**src/rtl/load_align_split.sv**
```systemverilog
// rtl/load_align_split.sv - load data unit: aligned memory reads, boundary split, byte extract and extend
package load_align_split_pkg;
    typedef enum logic [1:0] {
        BYTE        = 2'd0,
        HALF_WORD   = 2'd1,
        WORD        = 2'd2,
        DOUBLE_WORD = 2'd3
    } mem_access_size_t;
endpackage

module load_align_split
    import load_align_split_pkg::*;
#(
    parameter int DATA_W         = 64,
    parameter int ADDR_W         = 64,
    parameter bit ALLOW_MISALIGN = 1'b1
) (
    input  logic              clk,
    input  logic              rst,
    input  logic              req_valid_i,
    output logic              req_ready_o,
    input  logic [ADDR_W-1:0] req_addr_i,
    input  mem_access_size_t  req_size_i,
    input  logic              req_zero_extnd_i,
    output logic              mem_req_valid_o,
    input  logic              mem_req_ready_i,
    output logic [ADDR_W-1:0] mem_req_addr_o,
    input  logic              mem_rsp_valid_i,
    input  logic [DATA_W-1:0] mem_rsp_data_i,
    input  logic              mem_rsp_err_i,
    output logic              rsp_valid_o,
    input  logic              rsp_ready_i,
    output logic [DATA_W-1:0] rsp_data_o,
    output logic              rsp_err_o,
    output logic              rsp_misalign_o
);
    localparam int B     = DATA_W / 8;
    localparam int OFF_W = $clog2(B);
    localparam logic [4:0] B_BYTES = 5'(B);

    typedef enum logic [2:0] {
        IDLE    = 3'd0,
        REQ_LO  = 3'd1,
        WAIT_LO = 3'd2,
        REQ_HI  = 3'd3,
        WAIT_HI = 3'd4,
        RESP    = 3'd5
    } state_t;

    state_t            state;
    logic [ADDR_W-1:0] base_q;
    logic [OFF_W-1:0]  off_q;
    mem_access_size_t  size_q;
    logic              zext_q;
    logic              cross_q;
    logic [DATA_W-1:0] lo_q;

    logic [OFF_W-1:0]  req_off;
    logic [ADDR_W-1:0] req_base;
    logic              req_cross;
    logic              req_illegal;

    always_comb begin
        req_off     = req_addr_i[OFF_W-1:0];
        req_base    = req_addr_i & {{(ADDR_W-OFF_W){1'b1}}, {OFF_W{1'b0}}};
        req_cross   = (5'(req_off) + (5'd1 << req_size_i)) > B_BYTES;
        req_illegal = (DATA_W == 32) && (req_size_i == DOUBLE_WORD);
    end

    // Shift the {hi,lo} window down to the addressed byte, then sign/zero fill above the field.
    function automatic logic [DATA_W-1:0] extract(
        input logic [DATA_W-1:0] hi,
        input logic [DATA_W-1:0] lo,
        input logic [OFF_W-1:0]  off,
        input mem_access_size_t  sz,
        input logic              zext
    );
        logic [2*DATA_W-1:0] sh;
        logic [DATA_W-1:0]   res;
        logic                msb;
        int                  nbits;
        sh    = {hi, lo} >> {off, 3'b000};
        nbits = 8 << sz;
        msb   = 1'b0;
        for (int i = 0; i < DATA_W; i++) begin
            if (i == nbits - 1) msb = sh[i];
        end
        for (int i = 0; i < DATA_W; i++) begin
            res[i] = (i < nbits) ? sh[i] : (!zext && msb);
        end
        return res;
    endfunction

    always_ff @(posedge clk) begin
        if (rst) begin
            state           <= IDLE;
            req_ready_o     <= 1'b1;
            mem_req_valid_o <= 1'b0;
            mem_req_addr_o  <= '0;
            rsp_valid_o     <= 1'b0;
            rsp_data_o      <= '0;
            rsp_err_o       <= 1'b0;
            rsp_misalign_o  <= 1'b0;
            base_q          <= '0;
            off_q           <= '0;
            size_q          <= BYTE;
            zext_q          <= 1'b0;
            cross_q         <= 1'b0;
            lo_q            <= '0;
        end else begin
            case (state)
                IDLE: begin
                    if (req_valid_i) begin
                        base_q      <= req_base;
                        off_q       <= req_off;
                        size_q      <= req_size_i;
                        zext_q      <= req_zero_extnd_i;
                        cross_q     <= req_cross;
                        req_ready_o <= 1'b0;
                        if (req_illegal || (req_cross && !ALLOW_MISALIGN)) begin
                            state          <= RESP;
                            rsp_valid_o    <= 1'b1;
                            rsp_data_o     <= '0;
                            rsp_err_o      <= 1'b1;
                            rsp_misalign_o <= 1'b1;
                        end else begin
                            state           <= REQ_LO;
                            mem_req_valid_o <= 1'b1;
                            mem_req_addr_o  <= req_base;
                        end
                    end
                end
                REQ_LO: begin
                    if (mem_req_ready_i) begin
                        mem_req_valid_o <= 1'b0;
                        state           <= WAIT_LO;
                    end
                end
                WAIT_LO: begin
                    if (mem_rsp_valid_i) begin
                        lo_q <= mem_rsp_data_i;
                        if (mem_rsp_err_i) begin
                            state          <= RESP;
                            rsp_valid_o    <= 1'b1;
                            rsp_data_o     <= '0;
                            rsp_err_o      <= 1'b1;
                            rsp_misalign_o <= 1'b0;
                        end else if (cross_q) begin
                            state           <= REQ_HI;
                            mem_req_valid_o <= 1'b1;
                            mem_req_addr_o  <= base_q + ADDR_W'(B);
                        end else begin
                            state          <= RESP;
                            rsp_valid_o    <= 1'b1;
                            rsp_data_o     <= extract('0, mem_rsp_data_i, off_q, size_q, zext_q);
                            rsp_err_o      <= 1'b0;
                            rsp_misalign_o <= 1'b0;
                        end
                    end
                end
                REQ_HI: begin
                    if (mem_req_ready_i) begin
                        mem_req_valid_o <= 1'b0;
                        state           <= WAIT_HI;
                    end
                end
                WAIT_HI: begin
                    // The hi beat feeds the merge directly; lo_q holds the first beat.
                    if (mem_rsp_valid_i) begin
                        state          <= RESP;
                        rsp_valid_o    <= 1'b1;
                        rsp_misalign_o <= 1'b0;
                        if (mem_rsp_err_i) begin
                            rsp_data_o <= '0;
                            rsp_err_o  <= 1'b1;
                        end else begin
                            rsp_data_o <= extract(mem_rsp_data_i, lo_q, off_q, size_q, zext_q);
                            rsp_err_o  <= 1'b0;
                        end
                    end
                end
                RESP: begin
                    if (rsp_ready_i) begin
                        state          <= IDLE;
                        rsp_valid_o    <= 1'b0;
                        rsp_data_o     <= '0;
                        rsp_err_o      <= 1'b0;
                        rsp_misalign_o <= 1'b0;
                        req_ready_o    <= 1'b1;
                    end
                end
                default: begin
                    state           <= IDLE;
                    req_ready_o     <= 1'b1;
                    mem_req_valid_o <= 1'b0;
                    rsp_valid_o     <= 1'b0;
                end
            endcase
        end
    end
endmodule

```
**config.mk**
```make
export PLATFORM = sky130hd
export DESIGN_NAME = load_align_split
export DESIGN_NICKNAME = d
export VERILOG_FILES = /design/src/rtl/load_align_split.sv
export SDC_FILE = /design/constraint.sdc
export NUM_CORES = 1
export LEC_CHECK = 0
export ABC_AREA = 1
export BUFFER_PORTS_ARGS = -buffer_cell sky130_fd_sc_hd__buf_2
export CORE_AREA = 5 5 206 208
export DETAILED_ROUTE_END_ITERATION = 8
export DIE_AREA = 0 0 211 213
export HOLD_SLACK_MARGIN = 0.05
export SYNTH_ARGS = -nofsm -noshare
export SYNTH_HDL_FRONTEND = slang
export SYNTH_SLANG_ARGS = --single-unit
```
**constraint.sdc**
```tcl
create_clock -name clk -period 3.93 [get_ports clk]
set_clock_uncertainty 0.2 [all_clocks]
set_input_delay 0.786 -clock clk [delete_from_list [all_inputs] [get_ports clk]]
set_output_delay 0.786 -clock clk [all_outputs]
set_load 0.01 [all_outputs]
```
==> flow_summary_export.csv, run 1 <==
group,metric,value,unit
cts,postCtsSetupBuffers,0,
drt,wl_per_cell,22.4,um
floorplan,coreArea,0.0404,mm^2
power,pwr-share-clk,0.234,
floorplan,die_w,211,um
global_route,grt_max_degree,171,
hold_path,hold_class,"reg -> reg",
cts,cts.clk_slew.worst_paths,0.06,ns
floorplan,start_util,0.413,
placed_design,portBuffers,266,
sta,tightestPinTransition,1.18,ns
drt,drt-vias-per-instance,5.84,
cts,cts_resized,0,
sta,maxSlewHeadroom,0.207,
power,p_leak,7.65,nW
power,p_comb_frac,0.480,
layout,insertedDiodeCount,0,
setup_path,cp_common_cell,"a21oi_1",
cts,cts_sinks,264,
logic_synthesis,synth-main-ff-cell,"dfxtp_1",
logic_synthesis,syn_area_per_cell,6.20,um^2
placed_design,dpl_cell_area,0.0181,mm^2
global_route,grtUsageTotal,0.326,
power,switching_power,0.00686,W
setup_path,worst_path_dominant_cell_family,"buffers and inverters",
logic_synthesis,yosysMostFrequentCell,"nand2_1",
cts,h-tree-depth,2,
cts,cts_buffer_depth,3,
cts,postCtsHoldBufs,0,
logic_synthesis,ys_ff_latch,264,
logic_synthesis,synth_cell_type_count,38,
drt,dr.pass1.iters,6,
logic_synthesis,synthArstFlopShare,0,
hold_path,hold_depth,2,
setup_path,path_cells,"nor2_1 -> nand2_2 -> clkinv_2 -> o21ai_4 -> buf_4 -> a21oi_1 -> a21oi_1",
power,swShare,0.476,
job,drv_cap,0,
setup_path,crit_buf_inv,2,
cts,worstSkewPairLatency,0.55,ns
sta,setup_tns,0,ns
setup_path,setup.worst_path.start_class,"flip-flop",
global_route,first_global_vias,18700,
layout,fillers,4451,
drt,vias,19700,
sta,fin_ws,0.809,ns
layout,area_growth,16.0,%
layout,fin_util,0.478,
drt,drt_iter0_drc,2270,
logic_synthesis,ys_top_cells_by_area,"dfxtp_1 32%, nand2_1 13%, o21ai_0 11%",
logic_synthesis,synth_cells,2687,
setup_path,crit_fanout,58,
logic_synthesis,netlist.area_leader.share,0.317,
logic_synthesis,yosysTopAreaCell,"dfxtp_1",
global_route,antenna_found_initial,2,
logic_synthesis,synth_area,0.0167,mm^2
setup_path,cp_data_arrival_time,3.40,ns
hold_path,hold_end,"lo_q[5]",
setup_path,cp.required,4.21,ns
sta,slew_violations,0,
setup_path,r2r-end,"rsp_data_o[26]",
power,p_seq_frac,0.286,
cts,cts_tree,"built",
setup_path,r2r_start,"state[2]",
layout,nets,2961,
logic_synthesis,yosysWarnings,0,
setup_path,setup.worst_path.end_class,"flip-flop",
sta,setup_viol,0,
status,status,"finished clean",
setup_path,cpPeakStageDelay,0.57,ns
sta,fmax,0.320,GHz
floorplan,dieArea,0.0449,mm^2
setup_path,regToRegSetupSlack,0.81,ns
sta,finalCritPeriodShare,0.794,
power,power.internal,0.00755,W
logic_synthesis,yosysSeqAreaShare,0.317,
power,peakVddDrop,937,uV
logic_synthesis,synth_edf_count,0,
cts,root_buffer,"clkbuf_16",
logic_synthesis,synthTopCellsByCount,"592 x nand2_1, 380 x o21ai_0, 368 x a21oi_1, 264 x dfxtp_1, 254 x nand3_1",
layout,drive_gt1_frac,0.140,
sta,rsz0062_at_grt,"false",
floorplan,row_count,74,
cts,cts-buffers-inserted,34,
sta,min_period,3.12,ns
hold_path,hp-start,"lo_q[5]",
drt,wl,75.7,mm
floorplan,ios,271,
sta,finalHoldViolations,0,
global_route,grt_first_pass_wirelength,114,mm
setup_path,slowest_stage,"buf_4",
global_route,grt-ovfl-total,0,
setup_path,r2r_cells,7,
drt,drtAntennaViolNets,0,
placed_design,post-place-ws,0.895,ns
placed_design,gp_congestion,1.00,
power,power_density,746,mW/mm^2
layout,design_area,0.0193,mm^2
placed_design,dp_hpwl,56.7,mm
drt,drc,0,
setup_path,path_class,"reg -> reg",
floorplan,die_y,213,um
==> power by group through the flow <==
stage / registers, W / clock network, W / logic (W)
2_1_floorplan: 0.00409 / 0 / 0.00458
3_3_place_gp: 0.00413 / 0 / 0.00677
3_5_place_dp: 0.00414 / 0 / 0.00680
4_1_cts: 0.00410 / 0.00341 / 0.00683
5_1_grt: 0.00420 / 0.00352 / 0.00762
6_report: 0.00412 / 0.00337 / 0.00692
==> metrics by stage <==
stage	power, W	hold WS [ns]	cells
2_1_floorplan	0.00867	0.224	2690
3_3_place_gp	0.0109	0.239	3312
3_5_place_dp	0.0109	0.249	3312
4_1_cts	0.0143	0.258	3373
5_1_grt	0.0153	0.277	3373
6_report	0.0144	0.256	3373
==> cells in the final DEF, fill, tap and decap left out, drive strengths merged, types with 4 or more instances in the layout <==
master | Yosys | final
a31oi | 10 | 10
nor2 | 178 | 178
bufinv | 0 | 4
nand4 | 23 | 23
inv | 188 | 188
ha | 6 | 6
nor3 | 37 | 37
conb | 2 | 5
buf | 85 | 302
dfxtp | 264 | 264
clkinv | 2 | 9
a21oi | 368 | 368
or2 | 17 | 17
o21a | 10 | 10
o21bai | 7 | 7
xor2 | 19 | 19
mux2i | 10 | 10
o221ai | 5 | 5
nand3 | 255 | 255
o211ai | 89 | 89
clkbuf | 127 | 48
o21ai | 381 | 381
nand2 | 595 | 595
==> routing by layer <==
layer | up-vias | track usage | routed length, um
met5 | - | 0 | 34
met4 | 4 | 0.107 | 2370
met3 | 135 | 0.0447 | 5860
met2 | 886 | 0.504 | 33300
met1 | 9322 | 0.470 | 34100
li1 | 9352 | - | -
==> how the worst max path moves through the flow <==
| stage | startpoint | to | slack [ns] | cells past startpoint |
|---|---|---|---|---|
| floorplan | size_q[1] | rsp_data_o[1] | 1.41 | 14 |
| global placement | base_q[3] | mem_req_addr_o[45] | 0.97 | 12 |
| detailed placement | state[0] | rsp_data_o[26] | 0.90 | 7 |
| CTS | state[0] | rsp_data_o[26] | 0.89 | 7 |
| global route | state[0] | rsp_data_o[26] | 0.58 | 7 |
| finish | state[2] | rsp_data_o[26] | 0.81 | 7 |
==> flip-flops by register name, summed over array words and instances (netlist names) <==
| signal | cells |
|---|---|
| rsp_data_o | 64 |
| rsp_valid_o | 1 |
| base_q | 61 |
| cross_q | 1 |
| state | 3 |
| lo_q | 64 |
| mem_req_valid_o | 1 |
| size_q | 2 |
| req_ready_o | 1 |
| off_q | 3 |
| zext_q | 1 |
| mem_req_addr_o | 61 |
| rsp_err_o | 1 |
==> worst register-to-register path, cell delays in order (launching register included) <==
cell and delay, ns:
dfxtp_1 0.44, nor2_1 0.12, nand2_2 0.54, clkinv_2 0.55
o21ai_4 0.29, buf_4 0.57, a21oi_1 0.19, a21oi_1 0.18
==> logic make-up after synthesis <==
logic type,count (synthesis),synth area share
muxes,10,0.00601
buffers and inverters,402,0.0984
DFF,264,0.317
other,2,0.000451
adders and majority gates,7,0.00571
and+or+nand+nor,1108,0.280
AOI/OAI and AO/OA,873,0.281
xor gates and xnor gates,21,0.0110
==> layout make-up <==
cell class | count | area, um^2 | share of cell area
multi-input cells | 2024 | 9770 | 0.506
inverters | 190 | 721 | 0.0373
repair buffers | 302 | 1680 | 0.0868
flip-flops and latches | 264 | 5290 | 0.274
well taps | 532 | 666 | 0.0345
clock inverters | 13 | 175 | 0.00907
clock buffers | 48 | 1010 | 0.0525
(Power assumes the default switching activity.)
==> run 2, diff against run 1 <==
- clock period: 3.93 -> 2.74 ns (I/O delays scaled with it)
==> flow_summary_export.csv, run 2 (same netlist as run 1, synthesis figures left out) <==
group,metric,value,unit
floorplan,die_w,211,um
layout,mostFrequentLayoutCell,"nand2_1",
sta,maxSlewHeadroom,0.320,
cts,h-tree-depth,2,
layout,nets,3017,
global_route,grtUsageTotal,0.337,
sta,setup_tns,0,ns
sta,finalHoldViolations,0,
cts,cts.clk_slew.worst_paths,0.06,ns
cts,cts-buffers-inserted,34,
drt,drt_iter0_drc,2283,
hold_path,hold_class,"in -> reg",
floorplan,coreArea,0.0404,mm^2
drt,drc,0,
cts,cts_tree,"built",
sta,setup_viol,0,
sta,rsz0062_at_grt,"false",
placed_design,dp.cells,3363,
global_route,antenna_found_initial,4,
drt,wl_per_cell,23.0,um
sta,fmax,0.389,GHz
setup_path,cp_data_arrival_time,2.84,ns
placed_design,portBuffers,266,
placed_design,gp_congestion,1.03,
setup_path,crit_fanout,19,
setup_path,cp.required,3.01,ns
power,peakVddDrop,1090,uV
sta,min_period,2.57,ns
setup_path,setup.worst_path.end_class,"flip-flop",
drt,drt-vias-per-instance,5.86,
global_route,first_global_vias,18900,
layout,drive_gt1_frac,0.153,
sta,tightestPinTransition,1.02,ns
floorplan,start_util,0.413,
layout,finalNonFillerCells,3427,
global_route,grt_max_degree,115,
cts,cts_sinks,264,
layout,multiInputGateArea,0.00977,mm^2
layout,fin_util,0.491,
floorplan,dieArea,0.0449,mm^2
placed_design,dpl_cell_area,0.0187,mm^2
drt,vias,20100,
floorplan,ios,271,
drt,dr.pass1.iters,7,
setup_path,path_class,"reg -> reg",
cts,root_buffer,"clkbuf_16",
cts,cts_resized,0,
status,status,"finished clean",
cts,cts_buffer_depth,3,
layout,mostFrequentLayoutCells,"590 x nand2_1, 380 x o21ai_0, 368 x a21oi_1",
floorplan,die_y,213,um
setup_path,setup.worst_path.start_class,"flip-flop",
global_route,grt_first_pass_wirelength,118,mm
layout,reg_top3,"lo_q x64, rsp_data_o x64",
floorplan,row_count,74,
drt,drtAntennaViolNets,0,
layout,area_growth,19.1,%
power,power_density,1070,mW/mm^2
cts,worstSkewPairLatency,0.56,ns
sta,slew_violations,0,
global_route,grt-ovfl-total,0,
layout,seqCellArea,0.00529,mm^2
job,drv_cap,0,
layout,design_area,0.0198,mm^2
layout,fillers,4357,
sta,finalCritPeriodShare,0.938,
power,p_leak,7.94,nW
drt,wl,78.8,mm
placed_design,dp_hpwl,59.6,mm
-- run 2: path summary, 6_finish.rpt --
check	startpoint	to	slack [ns]	depth (start not counted)
hold reg to reg	lo_q[4]	lo_q[4]	0.26	2
setup / recovery	off_q[0]	rsp_data_o[29]	0.17	11
hold / removal	mem_rsp_data_i[16]	lo_q[16]	0.08	3
setup reg to reg	off_q[0]	rsp_data_o[29]	0.17	11
-- run 2: worst max-delay path, cell delays in order (launching register included) --
cell and delay [ns]:
dfxtp_4 0.37, inv_2 0.27, nand2_1 0.13, nand3_1 0.12
nand3_1 0.09, nand3_1 0.18, nand3_1 0.13, nand2_1 0.07
nand2_1 0.14, nand2_2 0.41, nand3_1 0.20, a21oi_1 0.17
-- run 2: area by class of cell --
cell class                      count  area share
Antenna cell                        1    0.000126
Inverter                          190      0.0363
Multi-Input combinational cell   2024       0.493
Sequential cell                   264       0.267
Clock buffer                       46      0.0493
Clock inverter                     12     0.00650
Timing Repair Buffer              358       0.115
Tap cell                          532      0.0336
-- run 2: report_power, final --
group / internal [W] / switching (W)
clock: 0.00269 / 0.00188
sequential: 0.00497 / 0.000871
combinational: 0.00331 / 0.00738
total: 0.0110 / 0.0101
-- run 2: per-layer routing --
layer	up-vias	global-route usage	share of wire
met5	-	0	0.00017
met4	2	0.121	0.039
met3	160	0.0545	0.082
met2	936	0.517	0.44
met1	9533	0.481	0.44
li1	9460	-	-
-- run 2: through the flow --
step	hold slack, ns	power (W)	setup WS [ns]
after detailed placement	0.249	0.0164	0.242
final	0.0794	0.0211	0.170
after global placement	0.236	0.0163	0.249
after global routing	0.0870	0.0224	0.0145
after floorplan	0.224	0.0124	0.220
after CTS	0.0544	0.0210	0.212
-- run 2: timing repair --
item | CTS | global route
hold endpoints to repair | 5 | 0
buffers inserted | 0 | 0
endpoints found under the setup margin | 0 | 0
hold buffers | 5 | 0
